`config.mk`:
```
export PLATFORM = sky130hd
export DESIGN_NAME = vga_fb_reader
export DESIGN_NICKNAME = d
export VERILOG_FILES = /design/src/rtl/vga_fb_reader.sv
export SDC_FILE = /design/constraint.sdc
export NUM_CORES = 1
export LEC_CHECK = 0
export ABC_CLOCK_PERIOD_IN_PS = 5050
export CORE_ASPECT_RATIO = 1.1
export CORE_MARGIN = 1
export CORE_UTILIZATION = 57
export CTS_CLUSTER_DIAMETER = 40
export DETAILED_ROUTE_END_ITERATION = 6
export GPL_TIMING_DRIVEN = 0
export HOLD_SLACK_MARGIN = 0.12
export PLACE_DENSITY = 0.81
export REMOVE_ABC_BUFFERS = 1
export SYNTH_ARGS = -nofsm -noshare
export SYNTH_HDL_FRONTEND = slang
export SYNTH_SLANG_ARGS = --single-unit
```
`constraint.sdc`:
```
create_clock -name clk -period 5.05 [get_ports clk]
set_clock_uncertainty 0.1 [all_clocks]
set_input_delay 1.01 -clock clk [delete_from_list [all_inputs] [get_ports clk]]
set_output_delay 1.01 -clock clk [all_outputs]
set_load 0.02 [all_outputs]
```
`src/rtl/vga_fb_reader.sv`:
```
// vga_fb_reader: read side of the VGA frame buffer.
// Generates raster timing from the system clock, fetches one pixel per pixel
// period from the buffer's BRAM read port, maps it to 4:4:4 RGB and overlays
// a crosshair at the device origin. Raster geometry is parameterised; the
// defaults give 640x480@60 from a 100 MHz clock.
module vga_fb_reader #(
  parameter int unsigned CLK_DIV      = 4,
  parameter int unsigned READ_LATENCY = 2,
  parameter int unsigned MARK_LEN     = 4,
  parameter int unsigned H_VISIBLE    = 640,
  parameter int unsigned H_FRONT      = 16,
  parameter int unsigned H_SYNC       = 96,
  parameter int unsigned H_BACK       = 48,
  parameter int unsigned V_VISIBLE    = 480,
  parameter int unsigned V_FRONT      = 10,
  parameter int unsigned V_SYNC       = 2,
  parameter int unsigned V_BACK       = 33
) (
  input  logic        clk,
  input  logic        reset_n,
  input  logic        marker_en,
  input  logic [8:0]  device_x,
  input  logic [8:0]  device_y,
  output logic [18:0] rd_addr,
  output logic        rd_en,
  input  logic [7:0]  rd_data,
  output logic [3:0]  vga_r,
  output logic [3:0]  vga_g,
  output logic [3:0]  vga_b,
  output logic        hsync,
  output logic        vsync,
  output logic        frame_done
);

  localparam int unsigned H_TOTAL  = H_VISIBLE + H_FRONT + H_SYNC + H_BACK;
  localparam int unsigned V_TOTAL  = V_VISIBLE + V_FRONT + V_SYNC + V_BACK;
  localparam int unsigned DIV_W    = (CLK_DIV > 1) ? $clog2(CLK_DIV) : 1;
  localparam int unsigned H_W      = $clog2(H_TOTAL);
  localparam int unsigned V_W      = $clog2(V_TOTAL);
  localparam int unsigned ADDR_W   = 19;
  localparam int unsigned HV_W     = (H_W > V_W) ? H_W : V_W;
  localparam int unsigned CNT_W    = (HV_W > 9) ? HV_W : 9;
  // Two extra bits: one for zero-extension, one for the sign of the difference.
  localparam int unsigned POS_W    = CNT_W + 2;
  localparam int unsigned HS_START = H_VISIBLE + H_FRONT;
  localparam int unsigned HS_END   = H_VISIBLE + H_FRONT + H_SYNC;
  localparam int unsigned VS_START = V_VISIBLE + V_FRONT;
  localparam int unsigned VS_END   = V_VISIBLE + V_FRONT + V_SYNC;

  localparam logic signed [POS_W-1:0] ARM = POS_W'(MARK_LEN);

  logic [DIV_W-1:0]  div;
  logic [H_W-1:0]    h;
  logic [V_W-1:0]    v;
  logic [ADDR_W-1:0] row_base;

  logic              smp_en;
  logic [8:0]        smp_x;
  logic [8:0]        smp_y;

  logic [READ_LATENCY-1:0] rd_pend;
  logic [7:0]        pix_q;

  logic              vis_q;
  logic              ovl_q;
  logic              hs_q;
  logic              vs_q;

  logic              tick_c;
  logic              h_end_c;
  logic              v_end_c;
  logic              vis_c;
  logic              hs_c;
  logic              vs_c;
  logic              frame_start_c;
  logic              cur_en_c;
  logic [8:0]        cur_x_c;
  logic [8:0]        cur_y_c;
  logic signed [POS_W-1:0] dx_c;
  logic signed [POS_W-1:0] dy_c;
  logic              ovl_c;

  // Raster decode of the current counter position.
  always_comb begin
    tick_c        = (div == DIV_W'(CLK_DIV - 1));
    h_end_c       = (h == H_W'(H_TOTAL - 1));
    v_end_c       = (v == V_W'(V_TOTAL - 1));
    vis_c         = (h < H_W'(H_VISIBLE)) && (v < V_W'(V_VISIBLE));
    hs_c          = !((h >= H_W'(HS_START)) && (h < H_W'(HS_END)));
    vs_c          = !((v >= V_W'(VS_START)) && (v < V_W'(VS_END)));
    frame_start_c = (h == '0) && (v == '0);
  end

  // Crosshair hit test; the first pixel of a frame already sees the new sample.
  always_comb begin
    cur_en_c = frame_start_c ? marker_en : smp_en;
    cur_x_c  = frame_start_c ? device_x  : smp_x;
    cur_y_c  = frame_start_c ? device_y  : smp_y;
    dx_c     = $signed(POS_W'(h)) - $signed(POS_W'(cur_x_c));
    dy_c     = $signed(POS_W'(v)) - $signed(POS_W'(cur_y_c));
    ovl_c    = cur_en_c && vis_c &&
               (((dx_c == '0) && (dy_c >= -ARM) && (dy_c <= ARM)) ||
                ((dy_c == '0) && (dx_c >= -ARM) && (dx_c <= ARM)));
  end

  // Pixel divider, raster counters and multiplier-free row base.
  always_ff @(posedge clk or negedge reset_n) begin
    if (!reset_n) begin
      div      <= '0;
      h        <= '0;
      v        <= '0;
      row_base <= '0;
    end else begin
      div <= tick_c ? '0 : div + DIV_W'(1);
      if (tick_c) begin
        if (h_end_c) begin
          h <= '0;
          v <= v_end_c ? '0 : v + V_W'(1);
          if (v < V_W'(V_VISIBLE - 1)) begin
            row_base <= row_base + ADDR_W'(H_VISIBLE);
          end else begin
            row_base <= '0;
          end
        end else begin
          h <= h + H_W'(1);
        end
      end
    end
  end

  // Overlay controls are frozen for a whole frame to avoid tearing.
  always_ff @(posedge clk or negedge reset_n) begin
    if (!reset_n) begin
      smp_en <= 1'b0;
      smp_x  <= '0;
      smp_y  <= '0;
    end else if (tick_c && frame_start_c) begin
      smp_en <= marker_en;
      smp_x  <= device_x;
      smp_y  <= device_y;
    end
  end

  // Fetch request: one-clock read strobe per visible pixel.
  always_ff @(posedge clk or negedge reset_n) begin
    if (!reset_n) begin
      rd_addr <= '0;
      rd_en   <= 1'b0;
    end else begin
      rd_en <= tick_c && vis_c;
      if (tick_c) begin
        rd_addr <= row_base + ADDR_W'(h);
      end
    end
  end

  // Capture read data when the outstanding request's latency has elapsed.
  always_ff @(posedge clk or negedge reset_n) begin
    if (!reset_n) begin
      rd_pend <= '0;
      pix_q   <= '0;
    end else begin
      rd_pend[0] <= rd_en;
      for (int i = 1; i < int'(READ_LATENCY); i++) begin
        rd_pend[i] <= rd_pend[i-1];
      end
      if (rd_pend[READ_LATENCY-1]) begin
        pix_q <= rd_data;
      end
    end
  end

  // Per-pixel attributes travel one tick alongside the fetch.
  always_ff @(posedge clk or negedge reset_n) begin
    if (!reset_n) begin
      vis_q <= 1'b0;
      ovl_q <= 1'b0;
      hs_q  <= 1'b1;
      vs_q  <= 1'b1;
    end else if (tick_c) begin
      vis_q <= vis_c;
      ovl_q <= ovl_c;
      hs_q  <= hs_c;
      vs_q  <= vs_c;
    end
  end

  // Video outputs: blanking, crosshair override, else 3-3-2 to 4-4-4 expansion.
  always_ff @(posedge clk or negedge reset_n) begin
    if (!reset_n) begin
      vga_r <= '0;
      vga_g <= '0;
      vga_b <= '0;
      hsync <= 1'b1;
      vsync <= 1'b1;
    end else if (tick_c) begin
      hsync <= hs_q;
      vsync <= vs_q;
      if (!vis_q) begin
        vga_r <= '0;
        vga_g <= '0;
        vga_b <= '0;
      end else if (ovl_q) begin
        vga_r <= 4'hF;
        vga_g <= 4'h0;
        vga_b <= 4'h0;
      end else begin
        vga_r <= {pix_q[7:5], pix_q[7]};
        vga_g <= {pix_q[4:2], pix_q[4]};
        vga_b <= {pix_q[1:0], pix_q[1:0]};
      end
    end
  end

  // Vblank-start pulse, raised on the tick that moves into the first blank line.
  always_ff @(posedge clk or negedge reset_n) begin
    if (!reset_n) begin
      frame_done <= 1'b0;
    end else begin
      frame_done <= tick_c && h_end_c && (v == V_W'(V_VISIBLE - 1));
    end
  end

endmodule
```
# == After elaboration in Yosys (flattened, before gate mapping) ==
# Index checks and enable logic that the tools add are counted.
# totals
regBits,109
inputBits,29
out_inout_bits,35
elab_cells,78
# classes
addsub,7
n_lt_le_gt_ge,11
eq_ne,4
mux,13
n_reduce_logical,22
# op_table
op,n
$lt A10 B9 Y1 const B,3
$logic_not A12 Y1,2
$mux W4,6
$ge A11 B3 Y1 const B,2
$le A11 B4 Y1 const B,2
$sub A10 B9 Y11,2
$add A10 B1 Y10 const B,2
$eq A10 B10 Y1 const B,2
$logic_not A10 Y1,2
$lt A10 B10 Y1 const B,2
$mux W10,2
$add A19 B10 Y19,1
$add A19 B10 Y19 const B,1
$mux W19,1
$mux W9,2
$logic_and A1 B1 Y1,14
$eq A10 B9 Y1 const B,1
$ge A10 B10 Y1 const B,1
$ge A10 B9 Y1 const B,1
$add A2 B1 Y2 const B,1
$eq A2 B2 Y1 const B,1
$logic_not A1 Y1,2
$mux W2,1
$reduce_and A2 Y1,1
2 further kinds,2

# == Depth between registers and ports, before layout ==
# depth
ltp_word,9
depth_mapped,18

# == Worst setup path before layout ==
# No wires, ideal clock.
# synth_timing
path_kind,register to register
from,register v[1]
to,register ovl_q
setup_ns,0.064
arrival_ns,3.869
setup_slack_ns,1.017
stages_incl_launch_ff,19
n_path_buf,1
cell_sequence,dfrtp_1 inv_1 ha_1 or4b_1 nor3_2 and4_4 buf_12 mux2_2 ha_1 inv_1 fa_1 and3_1 o211ai_1 a21oi_1 o21a_1 or2_2 o32ai_1 a32o_1 a21o_1
# synth_between
elab_chain_cells,9
# synth_rtl
item,line,source
from (decl),54,logic [V_W-1:0] v;
from (signal assigned),118,v <= v_end_c ? '0 : v + V_W'(1);
$logic_not A10 Y1,91,frame_start_c = (h == '0) && (v == '0);
$logic_and A1 B1 Y1,91,
"$mux W9, on equally long branches","98, 97",
"$sub A10 B9 Y11, on equally long branches","100, 99",
$ge A11 B3 Y1 (tied with other cells),102,(((dx_c == '0) && (dy_c >= -ARM) && (dy_c <= ARM)) ||
"$logic_and A1 B1 Y1, on equally long branches (2 in a row)","102, 103",
$logic_or A1 B1 Y1,102,
$logic_and A1 B1 Y1 *,101,ovl_c = cur_en_c && vis_c &&
to (signal assigned),182,ovl_q <= ovl_c;
to (decl),65,logic ovl_q;
# Every way passes the cells marked *; elsewhere a longest branch is shown, timed or not.
# A chain may end at the register's enable or synchronous reset.

# == Worst setup path after layout ==
# Same ends and word-level chain as after synthesis.

==> results.cfg <==
[worst_setup_path]
r2r_slack_ns = 0.36
worst_setup_path_start_kind = flop
worst-path-max-fanout = 10
slowest_delay_ns = 0.51
criticalPathCategory = flop to flop
worst_r2r_path_depth = 17
critPathBufInv = 2
r2r-end = ovl_q
crit_family = simple AND/OR/NAND/NOR gates
rr_startpoint = v[1]
path_cells = inv_1 -> ha_1 -> or4b_1 -> nor3_2 -> and4_4 -> mux2_2 -> ha_1 -> inv_1 -> fa_1 -> and3_1 -> o211ai_1 -> a21oi_1 -> o21a_1 -> or2_2 -> o32ai_1 -> a32o_1 -> a21o_1
cp_slowest_cell = dfrtp_1
arrival_ns = 4.93
end_kind = flop
cp.required_ns = 5.28

[pwr]
p_seq_share_pct = 53.9
p_sw_share_pct = 25.95
leakage_nw = 2.855
power.switching_mw = 0.3885
p_int_mw = 1.109
p_per_area_nw_per_um2 = 226.1
ir_drop_mv = 0.1142
power_frac_clock_pct = 37.1
p_comb_share_pct = 9.0

[synth]
synth_area_um2 = 5715
synth_top_area_share_pct = 41.16
seq_area_frac_synth_pct = 42.99
synth.distinct_cells = 61
ys.flop_type = dfrtp_1
synth_area_leaders = dfrtp_1 41%, mux2_2 6.1%, ha_1 5.9%, mux2i_1 3.5%, nor2_1 3.3%
synthCells = 565
yosys_warnings = 0
synth.avg_cell_area_um2 = 10.12
synth.largest_area_cell = dfrtp_1
synth_edf_count = 0
synthArstFlopShare_pct = 100.0
synth_seq_cells = 98

[routing]
ant_nets = 0
drtPass1Iterations = 5
routedWlPerCell_um = 16.64
routed_via_density = 6.152
drtIter0Drc = 225
via_count = 4534
totalWireLength_um = 12260
drc = 0

[layout]
drive_above_1_share_pct = 12.10
nets = 673
antenna_cells = 0
mostFrequentLayoutCells = 94 x dfrtp_1, 62 x clkdlybuf4s50_1, 50 x nor2_1, 48 x nand2_1, 31 x mux2_2
nFillCells = 730
layout.cells.non_filler = 737
final_common_cell = dfrtp_1
syn_to_final_growth_pct = 15.85

[run]
max_cap_viol_count = 0

[timing]
rsz0062_at_grt = false
hold_viol_final = 0
max_freq_mhz = 213.1
tightest_slew_ns = 0.9203
period_minus_slack_ns = 4.693
fin_crit_sh_pct = 92.93
finalSetupViolCount = 0
max-slew-margin-rel_pct = 38.14
tns_ns = 0
finalMaxSlewViolations = 0

[floorplan]
start_util_pct = 59.93
dieWidth_um = 97.48
num_rows = 37
die_h_um = 107.0
num_io_pins = 64
die-area_um2 = 10430
core_um2 = 9537

[clock_tree]
cts_hold_buffers = 0
cts_made_buffers = 9
clk_latency_ns = 0.38
h-tree-depth = 3
cts.sinks = 98
tritoncts = built
cts_resized = 0
clk_path_buf_depth = 2
cts_root_buf = clkbuf_8
postCtsSetupRepairBufs = 0
clk_pin_slew_worst_paths_ns = 0.11

[global_route]
grt-ovfl-total = 0
first_global_vias = 4480
busiest_layer = met2
grt_start_max_net_pins = 76
grt_use_total_pct = 24.92
use_met2_pct = 42.46
met3_usage_pct = 5.150
antenna_found_initial = 0
use_met1_pct = 31.68
grt_pass1_wl_um = 20910

[place]
numPortBuffers = 63
dp_hpwl_um = 8831
globalplace.congestion = 0.9150
placed_cells = 720

[hold_path]
min_path_cells = 0
min-delay-start = rd_pend[0]
hold_class = flop to flop
hold_end = rd_pend[1]

[status]
outcome = completed
[final cells by class]
type	count	area [µm²]	area share, %
Clock inverter	7	95.09	1.436
Sequential cell	98	2457	37.11
Inverter	19	71.32	1.077
Timing Repair Buffer	66	683.2	10.32
Clock buffer	9	123.9	1.871
Multi-Input combinational cell	421	3044	45.98
Tap cell	117	146.4	2.211
[how the worst max path moves through the flow]
stage               startpoint      endpoint  cells after the start
global route              v[1]         ovl_q                     17
floorplan               div[0]  row_base[18]                      8
detailed placement        v[1]         ovl_q                     17
CTS                       v[1]         ovl_q                     17
finish                    v[1]         ovl_q                     17
global placement        div[0]  row_base[18]                      8
[flip-flops by register name, summed over array words and instances (netlist names), 2 cells and up]
register  flops
div           2
row_base     12
vga_b         2
vga_r         3
vga_g         3
smp_y         9
rd_pend       2
rd_addr      19
smp_x         9
h            10
pix_q         8
v            10
[worst reg2reg max path: cells and delay by family, from the launching register on]
| kind | cells | cell delay, ns |
|---|---|---|
| compound gates | 6 | 1.26 |
| mux | 1 | 0.21 |
| flops | 1 | 0.51 |
| fa+ha+maj | 3 | 0.70 |
| buf+inv | 2 | 0.17 |
| simple gates | 5 | 1.68 |
[logic make-up after synthesis]
group,Yosys count,share of synthesized area [%]
multiplexers,61,12.24
AND/OR/NAND/NOR,181,16.02
XOR/XNOR,34,5.210
buffers and inverters,47,4.072
flip-flops,98,42.99
AO/OA/AOI/OAI,115,12.85
adder cells (fa/ha/maj),29,6.611
[per-stage QoR]
| step | utilization (%) | power, mW | setup slack (ns) | area, µm² | hold slack [ns] |
|---|---|---|---|---|---|
| 6_report | 69.43 | 1.497 | 0.3569 | 6621 | 0.2573 |
| 5_1_grt | 69.43 | 1.557 | 0.1134 | 6621 | 0.2733 |
| 4_1_cts | 69.33 | 1.507 | 0.3395 | 6611 | 0.2584 |
| 3_5_place_dp | 67.03 | 0.9569 | 0.3588 | 6392 | 0.2470 |
| 3_3_place_gp | 66.39 | 0.9473 | -0.9341 | 6331 | 0.2347 |
| 2_1_floorplan | - | 0.8887 | 0.5851 | 5554 | 0.2312 |
[cell usage after synthesis, types with 12 or more instances]
cell and number:
dfrtp_1 94, nor2_1 50, nand2_1 48, mux2_2 31
o21ai_0 30, a21oi_1 28, ha_1 27, mux2i_1 20
inv_1 19, xor2_1 18, clkbuf_1 16, xnor2_1 16
nor3_1 13, nand3_1 12
[power groups by stage]
stage	Combinational (mW)	Sequential (mW)	Clock, mW
6_report	0.135	0.806	0.556
5_1_grt	0.148	0.809	0.600
4_1_cts	0.136	0.807	0.565
3_5_place_dp	0.135	0.822	0
3_3_place_gp	0.126	0.821	0
2_1_floorplan	0.0625	0.826	0
[per-layer routing]
layer  vias up  wire length (µm)
met3        39               599
met4         0               325
met1      2215              5394
met2       159              5944
met5         -                 0
li1       2121                 -
(Power assumes the default switching activity.)
